==> src/rtl/chunked_flag_comparator.sv <==
// Multi-cycle CMP unit: evaluates x - y CHUNK bits per cycle (LSB first) and
// registers full NZCV flags plus mode-selected gt/lt/eq for the CPSR writer.
module chunked_flag_comparator #(
  parameter int WIDTH = 8,
  parameter int CHUNK = 4
) (
  input  logic             clk,
  input  logic             rst_n,
  input  logic             in_valid,
  output logic             in_ready,
  input  logic [WIDTH-1:0] x,
  input  logic [WIDTH-1:0] y,
  input  logic             signed_unsigned,
  output logic             out_valid,
  input  logic             out_ready,
  output logic             negative,
  output logic             zero,
  output logic             cout,
  output logic             overflow,
  output logic             gt,
  output logic             lt,
  output logic             eq
);

  localparam int NUM_CHUNKS = WIDTH / CHUNK;
  localparam int IDX_W      = (NUM_CHUNKS > 1) ? $clog2(NUM_CHUNKS) : 1;
  localparam logic [IDX_W-1:0] LAST_IDX = IDX_W'(NUM_CHUNKS - 1);

  generate
    if (WIDTH < 2 || CHUNK < 1 || (WIDTH % CHUNK) != 0) begin : g_bad_params
      $error("chunked_flag_comparator: WIDTH must be >= 2 and a multiple of CHUNK");
    end
  endgenerate

  // Handshakes: a transfer happens on a rising edge where valid & ready are both 1;
  // a producer holding valid keeps its payload stable until that edge.
  typedef enum logic [1:0] {IDLE, CALC, HOLD} state_t;
  state_t state, state_next;

  logic [WIDTH-1:0] x_sh, y_sh;
  logic             x_msb, y_msb;
  logic             mode_q;
  logic             carry_q;
  logic             zero_acc_q;
  logic [IDX_W-1:0] idx_q;

  logic [CHUNK:0]   chunk_sum;
  logic             last_chunk;
  logic             accept;
  logic             res_n, res_z, res_c, res_v;

  assign accept     = in_valid & in_ready;
  assign last_chunk = (idx_q == LAST_IDX);

  // Operands shift right as they are consumed, so the active chunk is always the low bits.
  assign chunk_sum = {1'b0, x_sh[CHUNK-1:0]} + {1'b0, ~y_sh[CHUNK-1:0]}
                   + (CHUNK+1)'(carry_q);

  assign res_n = chunk_sum[CHUNK-1];
  assign res_z = zero_acc_q & (chunk_sum[CHUNK-1:0] == '0);
  assign res_c = chunk_sum[CHUNK];
  assign res_v = (x_msb != y_msb) & (res_n != x_msb);

  always_ff @(posedge clk or negedge rst_n) begin
    if (!rst_n) state <= IDLE;
    else        state <= state_next;
  end

  always_comb begin
    state_next = state;
    in_ready   = 1'b0;
    out_valid  = 1'b0;
    case (state)
      IDLE: begin
        in_ready = 1'b1;
        if (in_valid) state_next = CALC;
      end
      CALC: begin
        if (last_chunk) state_next = HOLD;
      end
      HOLD: begin
        out_valid = 1'b1;
        if (out_ready) state_next = IDLE;
      end
      default: state_next = IDLE;
    endcase
  end

  always_ff @(posedge clk or negedge rst_n) begin
    if (!rst_n) begin
      x_sh       <= '0;
      y_sh       <= '0;
      x_msb      <= 1'b0;
      y_msb      <= 1'b0;
      mode_q     <= 1'b0;
      carry_q    <= 1'b0;
      zero_acc_q <= 1'b0;
      idx_q      <= '0;
      negative   <= 1'b0;
      zero       <= 1'b0;
      cout       <= 1'b0;
      overflow   <= 1'b0;
      gt         <= 1'b0;
      lt         <= 1'b0;
      eq         <= 1'b0;
    end else if (accept) begin
      x_sh       <= x;
      y_sh       <= y;
      x_msb      <= x[WIDTH-1];
      y_msb      <= y[WIDTH-1];
      mode_q     <= signed_unsigned;
      carry_q    <= 1'b1;
      zero_acc_q <= 1'b1;
      idx_q      <= '0;
    end else if (state == CALC) begin
      x_sh       <= x_sh >> CHUNK;
      y_sh       <= y_sh >> CHUNK;
      carry_q    <= res_c;
      zero_acc_q <= res_z;
      idx_q      <= idx_q + 1'b1;
      // Flags only update on the final chunk, so no partial result is ever visible.
      if (last_chunk) begin
        negative <= res_n;
        zero     <= res_z;
        cout     <= res_c;
        overflow <= res_v;
        eq       <= res_z;
        if (mode_q) begin
          lt <= res_n ^ res_v;
          gt <= ~(res_n ^ res_v) & ~res_z;
        end else begin
          lt <= ~res_c;
          gt <= res_c & ~res_z;
        end
      end
    end
  end

endmodule

==> config.mk <==
export PLATFORM = sky130hd
export DESIGN_NAME = chunked_flag_comparator
export DESIGN_NICKNAME = d
export VERILOG_FILES = /design/src/rtl/chunked_flag_comparator.sv
export SDC_FILE = /design/constraint.sdc
export NUM_CORES = 1
export LEC_CHECK = 0
export CAP_MARGIN = 20
export CORE_UTILIZATION = 54
export DETAILED_ROUTE_END_ITERATION = 10
export PLACE_DENSITY = 0.84
export SLEW_MARGIN = 40
export SYNTH_ARGS = -nofsm -noshare
export SYNTH_HDL_FRONTEND = slang
export SYNTH_SLANG_ARGS = --single-unit
export TNS_END_PERCENT = 100
==> constraint.sdc <==
create_clock -name clk -period 4.5 [get_ports clk]
set_input_delay 0.45 -clock clk [delete_from_list [all_inputs] [get_ports clk]]
set_output_delay 0.45 -clock clk [all_outputs]
set_load 0.05 [all_outputs]
== After elaboration in Yosys (flattened, before gate mapping) ==
Cells that the tools add are included.

* Bits of input ports: 21
* Register bits after elaboration: 30
* Output and inout port bits: 9

* Bitwise operators: 11
* Add/sub/neg operators: 3
* Reductions and logical operators: 5
* Equality and inequality tests: 7
* Multiplexer cells: 18

{| class="wikitable"
|+ Operator list
! kind !! number
|-
| 2-to-1 mux 8 bit || 4
|-
| 2-to-1 mux 1 bit || 10
|-
| 2-to-1 mux 2 bit || 3
|-
| inequality test 2 bit, second input constant || 3
|-
| case mux 2 bit (3 select lines) || 1
|-
| AND reduction 3 bit || 2
|-
| adder 4 x 4 -> 5 bit || 1
|-
| adder 5 x 1 -> 5 bit || 1
|-
| AND 1 bit || 5
|-
| logical NOT 4 bit || 1
|-
| NOT 1 bit || 4
|-
| NOT 4 bit || 1
|-
| equality test 2 x 1 -> 1 bit, second input constant || 1
|-
| equality test 2 bit, second input constant || 1
|-
| logical NOT 2 bit || 1
|-
| inequality test 1 bit || 2
|-
| nonzero test 2 bit || 1
|-
| adder 1 bit, second input constant || 1
|-
| XOR 1 bit || 1
|}

== Longest topological paths before layout ==
Gate-level depths: netlist (run 1).

* Word-level depth: 9
* Depth in mapped cells: 9
* Depth with buffers taken out: 9

== Worst setup path after synthesis (run 1) ==
OpenSTA, ideal clock, no wires.

* Kind: reg-to-reg
* Start point: reg x_sh[0]
* End point: reg gt
* Setup time: 101 ps
* Clock period less this slack: 2062 ps
* Data required time: 4399 ps
* Arrival time: 1961 ps
* Path slack: 2438 ps
* Cell stages (with the launch flop): 7
* Cell sequence: dfrtp_1 -> fa_1 -> inv_1 -> fa_1 -> and4b_1 -> a2111o_1 -> o311ai_2

* Longest elaborated chain between the ends: 8
* Elaborated cells between the ends (all ways): 12
* Those cells by class: add/sub: 2; eq/ne: 1; mux: 1; bitwise: 7; reduce/logical: 1

{| class="wikitable"
|+ Ends and longest elaborated chain
! what !! RTL line !! text
|-
| from (decl) || 40 || <nowiki>logic [WIDTH-1:0] x_sh, y_sh;</nowiki>
|-
| from (signal assigned) || 116 || <nowiki>x_sh <= x_sh >> CHUNK;</nowiki>
|-
| adder 4 x 4 -> 5 bit * || 56 || <nowiki>assign chunk_sum = {1'b0, x_sh[CHUNK-1:0]} + {1'b0, ~y_sh[CHUNK-1:0]}</nowiki>
|-
| adder 5 x 1 -> 5 bit * || 57 || <nowiki>+ (CHUNK+1)'(carry_q);</nowiki>
|-
| inequality test 1 bit || 62 || <nowiki>assign res_v = (x_msb != y_msb) & (res_n != x_msb);</nowiki>
|-
| AND 1 bit || 62 ||
|-
| XOR 1 bit || 130 || <nowiki>gt <= ~(res_n ^ res_v) & ~res_z;</nowiki>
|-
| NOT 1 bit || 130 ||
|-
| AND 1 bit || 130 ||
|-
| 2-to-1 mux 1 bit * || 128 || <nowiki>if (mode_q) begin</nowiki>
|-
| to (signal assigned) || 130 ||
|-
| to (signal assigned) || 133 || <nowiki>gt <= res_c & ~res_z;</nowiki>
|-
| to (decl) || 20 || <nowiki>output logic gt,</nowiki>
|}

Mark *: on every way between the ends. The rest lies on a longest branch, timed or not.
A chain may end at the register's enable or synchronous reset.

== Worst setup path in the final report (run 1) ==
* Start point: reg state[0]
* End point: out out_valid

* Longest elaborated chain between the ends: 2

{| class="wikitable"
|+ Ends and longest elaborated chain
! what !! RTL line !! text
|-
| from (decl) || 38 || <nowiki>state_t state, state_next;</nowiki>
|-
| from (signal assigned) || 66 || <nowiki>else state <= state_next;</nowiki>
|-
| equality test 2 bit || 73 || <nowiki>case (state)</nowiki>
|-
| 2-to-1 mux 1 bit || 73 ||
|-
| to (decl) || 14 || <nowiki>output logic out_valid,</nowiki>
|}

No other way between the ends.

==> impl_metrics.yaml, run 1 <==
status:
  status: "finished, final reports clean"
min_path:
  min_path_type: "input port to asynchronous set/reset pin"
detailed_routing:
  vias: 1131
  met1_length_mm: 1.20
  wl_met3_um: 157
  drt_iter0_markers: 28
  highest_layer: "met4"
  vias_per_cell: 5.57
  ant_nets: 0
  wl_met2_mm: 1.31
  drt_pass1_iterations: 4
  post-route-drc-count: 0
  drt-total-wl_mm: 2.74
  wl_per_cell_um: 13.5
global_route:
  grt_use_total: 0.242
  grt_max_degree: 35
  grt_pass1_vias: 1089
  overflow: 0
  antenna_found_initial: 0
  grt_pass1_wl_mm: 4.75
sta:
  slew-limit-headroom: 0.604
  fmax_mhz: 449
  worst_slack_ns: 2.27
  min_period_over_period: 0.495
  skew_ns: 0.00617
  rsz0062_at_grt: "no"
  setup_viol: 0
  finalSetupTns_ns: 0
  finalHoldViolCount: 0
  slew_viol_final: 0
  worst_pin_slew_ns: 0.592
  min_period_ns: 2.23
  whs_ns: 0.493
critical_path:
  required_ns: 4.05
  rrSetupSlack_ns: 2.31
  critPathLaunchType: "flip-flop"
  reg2reg_to: "gt"
  critPathKind: "flip-flop to output port"
  critPathCaptureType: "output port"
  worstRegToRegCells: 6
  cp_num_buf_inv: 2
  rr_startpoint: "x_sh[0]"
  crit_arrival_ns: 1.78
  slowest_delay_ns: 0.79
  cp_slowest_cell: "clkdlybuf4s50_1"
  crit_family: "buffers and inverters"
  path_max_fanout: 4
  crit_chain: "nand2b_1 -> inv_1 -> clkdlybuf4s50_1"
layout:
  fillers: 190
  multi_input_area_sq_um: 614
  reg_top3: "x_sh (8), y_sh (8), state (2)"
  fin_nets: 199
  finalInstanceArea_sq_um: 1790
  antenna_cells: 0
  area_growth_pct: 24.0
  ff_latch_area_sq_um: 751
  drive_gt1_frac: 0.0809
clock_network:
  cts_tree: "yes"
  cts_resized: 0
  path_clk_slew_ns: 0.09
  clk_latency_ns: 0.33
  h-tree-depth: 2
  cts.sinks: 30
  clockRootBuffer: "clkbuf_4"
  cts_hold_buf: 0
  cts_setup_buffers: 0
  numCtsBuffers: 5
  clockBufferDepth: 2
floorplan:
  io_pins: 30
  die_width_um: 53.6
  start_util: 0.576
  row_count: 18
  die-area_sq_um: 2880
  core_area_sq_um: 2500
  die_h_um: 53.6
yosys:
  syn-num-nets: 171
  yosysWarnings: 0
  ys_seq_area_frac: 0.521
  post_synth_inst_count: 145
  syn_area_sq_um: 1440
  syn_area_per_cell_sq_um: 9.93
  synth_cell_type_count: 32
  ys_ff_latch: 30
power:
  ir_drop_v: 0.000641
  power_density_nw_per_um2: 805
  leakage_nw: 0.816
run:
  drv_cap: 0
place:
  pre_cts_ws_ns: 2.32
  dp_hpwl_mm: 2.01
  place_area_sq_um: 1740
  port_buffers: 29
  routabilityCongestion: 0.796
power breakdown:
part,switching [W],total (W),internal [W]
Sequential,0.0000789,0.000473,0.000394
Clock,0.0000930,0.000149,0.0000560
Combinational,0.000496,0.000816,0.000320
Total,0.000668,0.00144,0.000770
cells in the final DEF, fill, tap and decap left out, types with 2 or more instances in the layout:
cell and instances:
inv_1 10, fa_1 2, clkbuf_4 5, nor3_1 5, a22oi_1 4, o21ai_1 12, o21ai_0 7, nand2_1 32
dfrtp_1 30, nand2b_1 2, a21o_1 2, clkdlybuf4s50_1 29, ha_1 3, a221o_1 5, nor2_1 5, clkinv_2 2
layout make-up:
class | count | area share
well taps | 30 | 0.0210
clock buffers | 5 | 0.0210
repair buffers | 30 | 0.167
flip-flops and latches | 30 | 0.420
clock inverters | 2 | 0.00561
inverters | 10 | 0.0210
multi-input cells | 96 | 0.344
metal layers:
layer / vias up / track usage
met2: 35 / 0.365
li1: 543 / -
met4: 0 / 0.132
met3: 6 / 0.0989
met1: 547 / 0.294
met5: - / 0
logic make-up (layout without fill, tap and decap cells):
group	Yosys count	count (layout)	synth area share
buffers and inverters	19	47	0.0547
XOR/XNOR	3	3	0.0235
multiplexers	2	2	0.0148
adder cells (fa/ha/maj)	7	7	0.0686
AND/OR/NAND/NOR	49	49	0.146
flip-flops	30	30	0.521
AO/OA/AOI/OAI	35	35	0.171
through the flow:
step / util / std cells / total power, W
final: 0.714 / 203 / 0.00144
after global routing: 0.714 / 203 / 0.00155
after CTS: 0.714 / 203 / 0.00145
after detailed placement: 0.695 / 196 / 0.00129
after global placement: 0.694 / 196 / 0.00125
after floorplan: - / 145 / 0.00109
how the worst max path moves through the flow:
stage / startpoint / to / slack (ns) / cells after the start
finish: state[0] / out_valid / 2.27 / 3
global route: state[0] / out_valid / 2.20 / 3
CTS: state[0] / out_valid / 2.26 / 3
detailed placement: x_sh[0] / gt / 2.32 / 6
global placement: in_valid / idx_q / 2.20 / 5
floorplan: x_sh[0] / gt / 2.44 / 6
synth_stat cells:
cell type / n / share of area
nand3_1: 1 / 0.0035
a221o_1: 5 / 0.035
nand2_1: 32 / 0.083
xor2_1: 1 / 0.0061
and2_1: 2 / 0.0087
o21ai_0: 7 / 0.024
ha_1: 3 / 0.026
mux2i_1: 1 / 0.0070
a21o_1: 2 / 0.010
a21oi_4: 1 / 0.011
nand2b_1: 2 / 0.0087
o21ai_1: 12 / 0.042
a22oi_1: 4 / 0.021
a21oi_1: 1 / 0.0035
a2111o_1: 1 / 0.0078
mux2_1: 1 / 0.0078
and4b_1: 1 / 0.0070
buf_2: 3 / 0.010
xnor2_1: 1 / 0.0061
buf_4: 1 / 0.0052
o311ai_2: 1 / 0.011
maj3_2: 1 / 0.0078
dfrtp_1: 30 / 0.52
inv_1: 10 / 0.026
maj3_1: 1 / 0.0070
nor2b_1: 1 / 0.0043
xor2_2: 1 / 0.011
fa_1: 2 / 0.028
o21bai_1: 1 / 0.0052
nor3_1: 5 / 0.017
clkbuf_1: 5 / 0.013
nor2_1: 5 / 0.013
(Power assumes the default switching activity.)
==> run 2: changes to the inputs <==
CORE_UTILIZATION = 50   (was 54)
PLACE_DENSITY = 0.78   (was 0.84)
clock period = 2.2 ns   (was 4.5 ns; I/O delays follow)
==> run 2 against run 1 <==
Count of clock-buffer cells in the layout is 1 higher. Critical endpoint is now gt. Critical path depth rose by 3. Sequential power grew 100%. Global-route usage down 4.2 points. Highest routed layer unchanged. Clock power grew 130%. Die area rose by 7.7%. Non-clock buffer count grew 3. Flip-flop and latch count stayed put.
==> impl_metrics.yaml, run 2 (synthesis results as in run 1) <==
place:
  routabilityCongestion: 0.795
  port_buffers: 29
  dp_hpwl_mm: 2.06
min_path:
  min_path_type: "input port to asynchronous set/reset pin"
power:
  ir_drop_v: 0.00115
  combPwrFrac: 0.567
  p_sw_frac: 0.451
  clkPwrFrac: 0.112
  p_sw_w: 0.00136
  p_int_w: 0.00166
  leakage_nw: 0.836
  power_density_nw_per_um2: 1640
  pwr-share-seq: 0.320
  fin_total_pwr_w: 0.00302
critical_path:
  crit_arrival_ns: 2.35
  slowest_delay_ns: 0.43
  cp_slowest_cell: "a2111o_1"
  crit_chain: "fa_2 -> inv_1 -> fa_1 -> and4b_1 -> a2111o_1 -> o311ai_2"
  critPathCaptureType: "flip-flop"
  required_ns: 2.42
  critPathKind: "flip-flop to flip-flop"
  critPathLaunchType: "flip-flop"
  path_max_fanout: 3
clock_network:
  cts_tree: "yes"
  clockRootBuffer: "clkbuf_4"
  clk_latency_ns: 0.33
  path_clk_slew_ns: 0.10
  numCtsBuffers: 5
  cts_hold_buf: 0
  h-tree-depth: 2
  cts.sinks: 30
  clockBufferDepth: 2
detailed_routing:
  ant_nets: 0
  drt_iter0_markers: 27
  vias: 1133
  drt_pass1_iterations: 4
  vias_per_cell: 5.45
  post-route-drc-count: 0
  wl_per_cell_um: 13.4
  drt-total-wl_mm: 2.79
sta:
  min_period_ns: 2.13
  finalHoldViolCount: 0
  min_period_over_period: 0.968
  skew_ns: 0.0107
  finalSetupTns_ns: 0
  worst_pin_slew_ns: 0.500
  fmax_mhz: 470
  slew_viol_final: 0
  slew-limit-headroom: 0.666
  setup_viol: 0
  rsz0062_at_grt: "no"
run:
  drv_cap: 0
global_route:
  grt_max_degree: 35
  grt_use_total: 0.200
  grt_pass1_wl_mm: 4.84
  grt_pass1_vias: 1117
  antenna_found_initial: 0
  overflow: 0
layout:
  final_cell_mix: "32 x nand2_1, 30 x dfrtp_1, 29 x clkdlybuf4s50_1"
  drive_gt1_frac: 0.0960
  fin_nets: 202
  area_growth_pct: 27.5
  layout_commonest_cell: "nand2_1"
  reg_top3: "x_sh (8), y_sh (8), state (2)"
  antenna_cells: 0
status:
  status: "finished, final reports clean"
floorplan:
  io_pins: 30
  die_width_um: 55.7
  start_util: 0.527
  die_h_um: 55.7
  die-area_sq_um: 3100
  core_area_sq_um: 2730
  row_count: 19
[run 2: cell count changes in the layout (fill, tap and decap cells not counted), sizes merged]
cell	before	now
clkinv	2	1
buf	1	4
clkinvlp	0	1
clkbuf	5	6
[run 2: power groups by stage]
stage          combinational (W)  sequential [W]  clock (W)
4_1_cts                  0.00171        0.000966   0.000354
2_1_floorplan            0.00114         0.00110          0
6_report                 0.00171        0.000967   0.000339
3_3_place_gp             0.00166        0.000962          0
3_5_place_dp             0.00171        0.000978          0
5_1_grt                  0.00189         0.00100   0.000380
[run 2: metrics by stage]
stage | utilization | instance area (sq um) | cells | hold slack, ns | worst slack [ns]
floorplan | - | 1440 | 145 | -0.0756 | 0.138
global placement | 0.645 | 1760 | 199 | 0.462 | 0.105
detailed placement | 0.645 | 1760 | 199 | 0.467 | 0.0357
CTS | 0.668 | 1830 | 207 | 0.267 | 0.00306
global route | 0.672 | 1840 | 208 | 0.297 | 0.00638
finish | 0.672 | 1840 | 208 | 0.266 | 0.0701
[run 2: cell type report]
cell class / count / area, sq um
repair buffers: 33 / 333
well taps: 31 / 38.8
inverters: 10 / 37.5
clock inverters: 2 / 12.5
fillers: 222 / 897
clock buffers: 6 / 51.3
multi-input cells: 96 / 613
flip-flops and latches: 30 / 751
[run 2: timing repair]
item | CTS | global route
buffers inserted | 0 | 1
setup endpoints to repair | 0 | 1
gates resized for setup | 0 | 1
endpoints found under the hold margin | 0 | 0
[run 2: per-layer routing]
| metal | vias up | global-route usage | part of all wire |
|---|---|---|---|
| met1 | 540 | 0.268 | 0.43 |
| met4 | 0 | 0.0429 | 0.0093 |
| met2 | 37 | 0.318 | 0.49 |
| met5 | - | 0 | 0 |
| met3 | 3 | 0.0651 | 0.065 |
| li1 | 553 | - | - |
[run 2: final timing paths]
check / startpoint / end / slack [ns] / cells after the start
setup / recovery: x_sh[0] / gt / 0.07 / 6
hold / removal: rst_n / y_sh[3] / 0.27 / 2
setup reg to reg: x_sh[0] / gt / 0.07 / 6
hold reg to reg: x_sh[2] / x_sh[2] / 0.49 / 2
max in group asynchronous: rst_n / x_sh[1] / 1.65 / 2
min in group clk: x[6] / x_sh[6] / 0.42 / 3
[run 2: critical path: cells and delay by family (launching register included)]
family          cells  cell delay (ns)
simple gates        1             0.23
buf+inv             1             0.08
flops               1             0.41
compound gates      2             0.51
fa+ha+maj           2             0.80
==> run 3: changes to the inputs <==
CORE_ASPECT_RATIO = 1.1   (was not set)
==> run 3 against run 2 <==
Worst hold slack worse by 0.0024 ns. Sequential power about the same. Cell count up 0.48%. Register-to-register slack better by 0.02 ns. Critical path type unchanged.
==> impl_metrics.yaml, run 3 (synthesis results as in run 1) <==
global_route:
  grt_max_degree: 35
  antenna_found_initial: 0
  grt_pass1_wl_mm: 5.06
  overflow: 0
  grt_use_total: 0.235
  grt_pass1_vias: 1120
run:
  drv_cap: 0
power:
  combPwrFrac: 0.579
  leakage_nw: 0.827
  ir_drop_v: 0.00114
  p_sw_w: 0.00138
  p_sw_frac: 0.459
  power_density_nw_per_um2: 1650
  clkPwrFrac: 0.099
  pwr-share-seq: 0.322
  p_int_w: 0.00162
critical_path:
  critPathKind: "flip-flop to flip-flop"
  critPathLaunchType: "flip-flop"
  path_max_fanout: 3
  critPathCaptureType: "flip-flop"
  crit_arrival_ns: 2.34
  required_ns: 2.43
  worstRegToRegCells: 6
sta:
  fmax_mhz: 474
  finalHoldViolCount: 0
  worst_pin_slew_ns: 0.494
  rsz0062_at_grt: "no"
  finalSetupTns_ns: 0
  slew_viol_final: 0
  min_period_over_period: 0.959
  min_period_ns: 2.11
  slew-limit-headroom: 0.669
  skew_ns: 0.00571
  setup_viol: 0
clock_network:
  path_clk_slew_ns: 0.09
  h-tree-depth: 2
  numCtsBuffers: 5
  cts_hold_buf: 0
  clockBufferDepth: 2
  cts_tree: "yes"
  clk_latency_ns: 0.33
  cts.sinks: 30
  clockRootBuffer: "clkbuf_4"
detailed_routing:
  post-route-drc-count: 0
  drt_pass1_iterations: 4
  ant_nets: 0
  drt-total-wl_mm: 2.92
  wl_per_cell_um: 14.0
  vias_per_cell: 5.40
  vias: 1129
  drt_iter0_markers: 28
place:
  place_area_sq_um: 1770
  port_buffers: 29
  routabilityCongestion: 0.795
  dp_hpwl_mm: 2.09
floorplan:
  io_pins: 30
  row_count: 20
  die-area_sq_um: 3100
  core_area_sq_um: 2750
  start_util: 0.523
  die_width_um: 53.2
  die_h_um: 58.3
layout:
  fin_nets: 202
  ff_latch_area_sq_um: 751
  finalInstanceArea_sq_um: 1820
  fillers: 237
  antenna_cells: 0
  multi_input_area_sq_um: 613
  final_cell_mix: "32 x nand2_1, 30 x dfrtp_1, 29 x clkdlybuf4s50_1"
  layout_commonest_cell: "nand2_1"
  drive_gt1_frac: 0.0795
  area_growth_pct: 26.4
  reg_top3: "x_sh (8), y_sh (8), state (2)"
min_path:
  min_path_type: "input port to asynchronous set/reset pin"
status:
  status: "finished, final reports clean"
## run 3: cell types whose count changed in the layout (fill, tap and decap cells not counted), sizes merged
| cell | previous run | this run |
|---|---|---|
| clkinvlp | 1 | 0 |
| clkinv | 1 | 0 |
| clkbuf | 6 | 7 |
## run 3: layout make-up
type	count	share of cell area
multi-input cells	96	0.337
well taps	33	0.0227
clock buffers	7	0.0247
repair buffers	33	0.183
inverters	10	0.0206
flip-flops and latches	30	0.412
## run 3: what timing repair did
action | in CTS | in global routing
setup endpoints to repair | 0 | 1
resized for setup | 0 | 1
buffers inserted | 0 | 1
## run 3: through the flow
stage	utilization	hold WS [ns]	instances	setup slack [ns]	power (W)
after floorplan	-	-0.0756	145	0.138	0.00224
after global placement	0.641	0.467	201	0.104	0.00262
after detailed placement	0.641	0.474	201	0.0475	0.00270
after CTS	0.658	0.266	208	0.0197	0.00301
after global routing	0.661	0.293	209	0.0415	0.00324
final	0.661	0.263	209	0.0900	0.00300
## run 3: routing by layer
metal / GRT usage / up-vias / wire length (um)
met4: 0.0902 / 0 / 53
met1: 0.282 / 537 / 1250
met5: 0 / - / 0
met3: 0.0814 / 5 / 160
met2: 0.385 / 36 / 1460
li1: - / 551 / -
## run 3: power groups by stage
stage	clock network [W]	logic, W	registers (W)
final	0.000296	0.00174	0.000966
after detailed placement	0	0.00173	0.000977
after global routing	0.000325	0.00192	0.000998
after floorplan	0	0.00114	0.00110
after global placement	0	0.00166	0.000961
after CTS	0.000306	0.00174	0.000964
## run 3: final timing paths
kind	start	to	slack, ns
max reg2reg	x_sh[0]	gt	0.09
max	x_sh[0]	gt	0.09
min in group clk	y[6]	y_sh[6]	0.42
min	rst_n	x_msb	0.26
max in group asynchronous	rst_n	mode_q	1.66
min reg2reg	x_sh[3]	x_sh[3]	0.50
## run 3: critical path, cell delays in order (launching register included)
cell and delay, ns:
dfrtp_1 0.41, fa_2 0.40, inv_1 0.07, fa_1 0.39
and4b_1 0.23, a2111o_1 0.43, o311ai_2 0.08
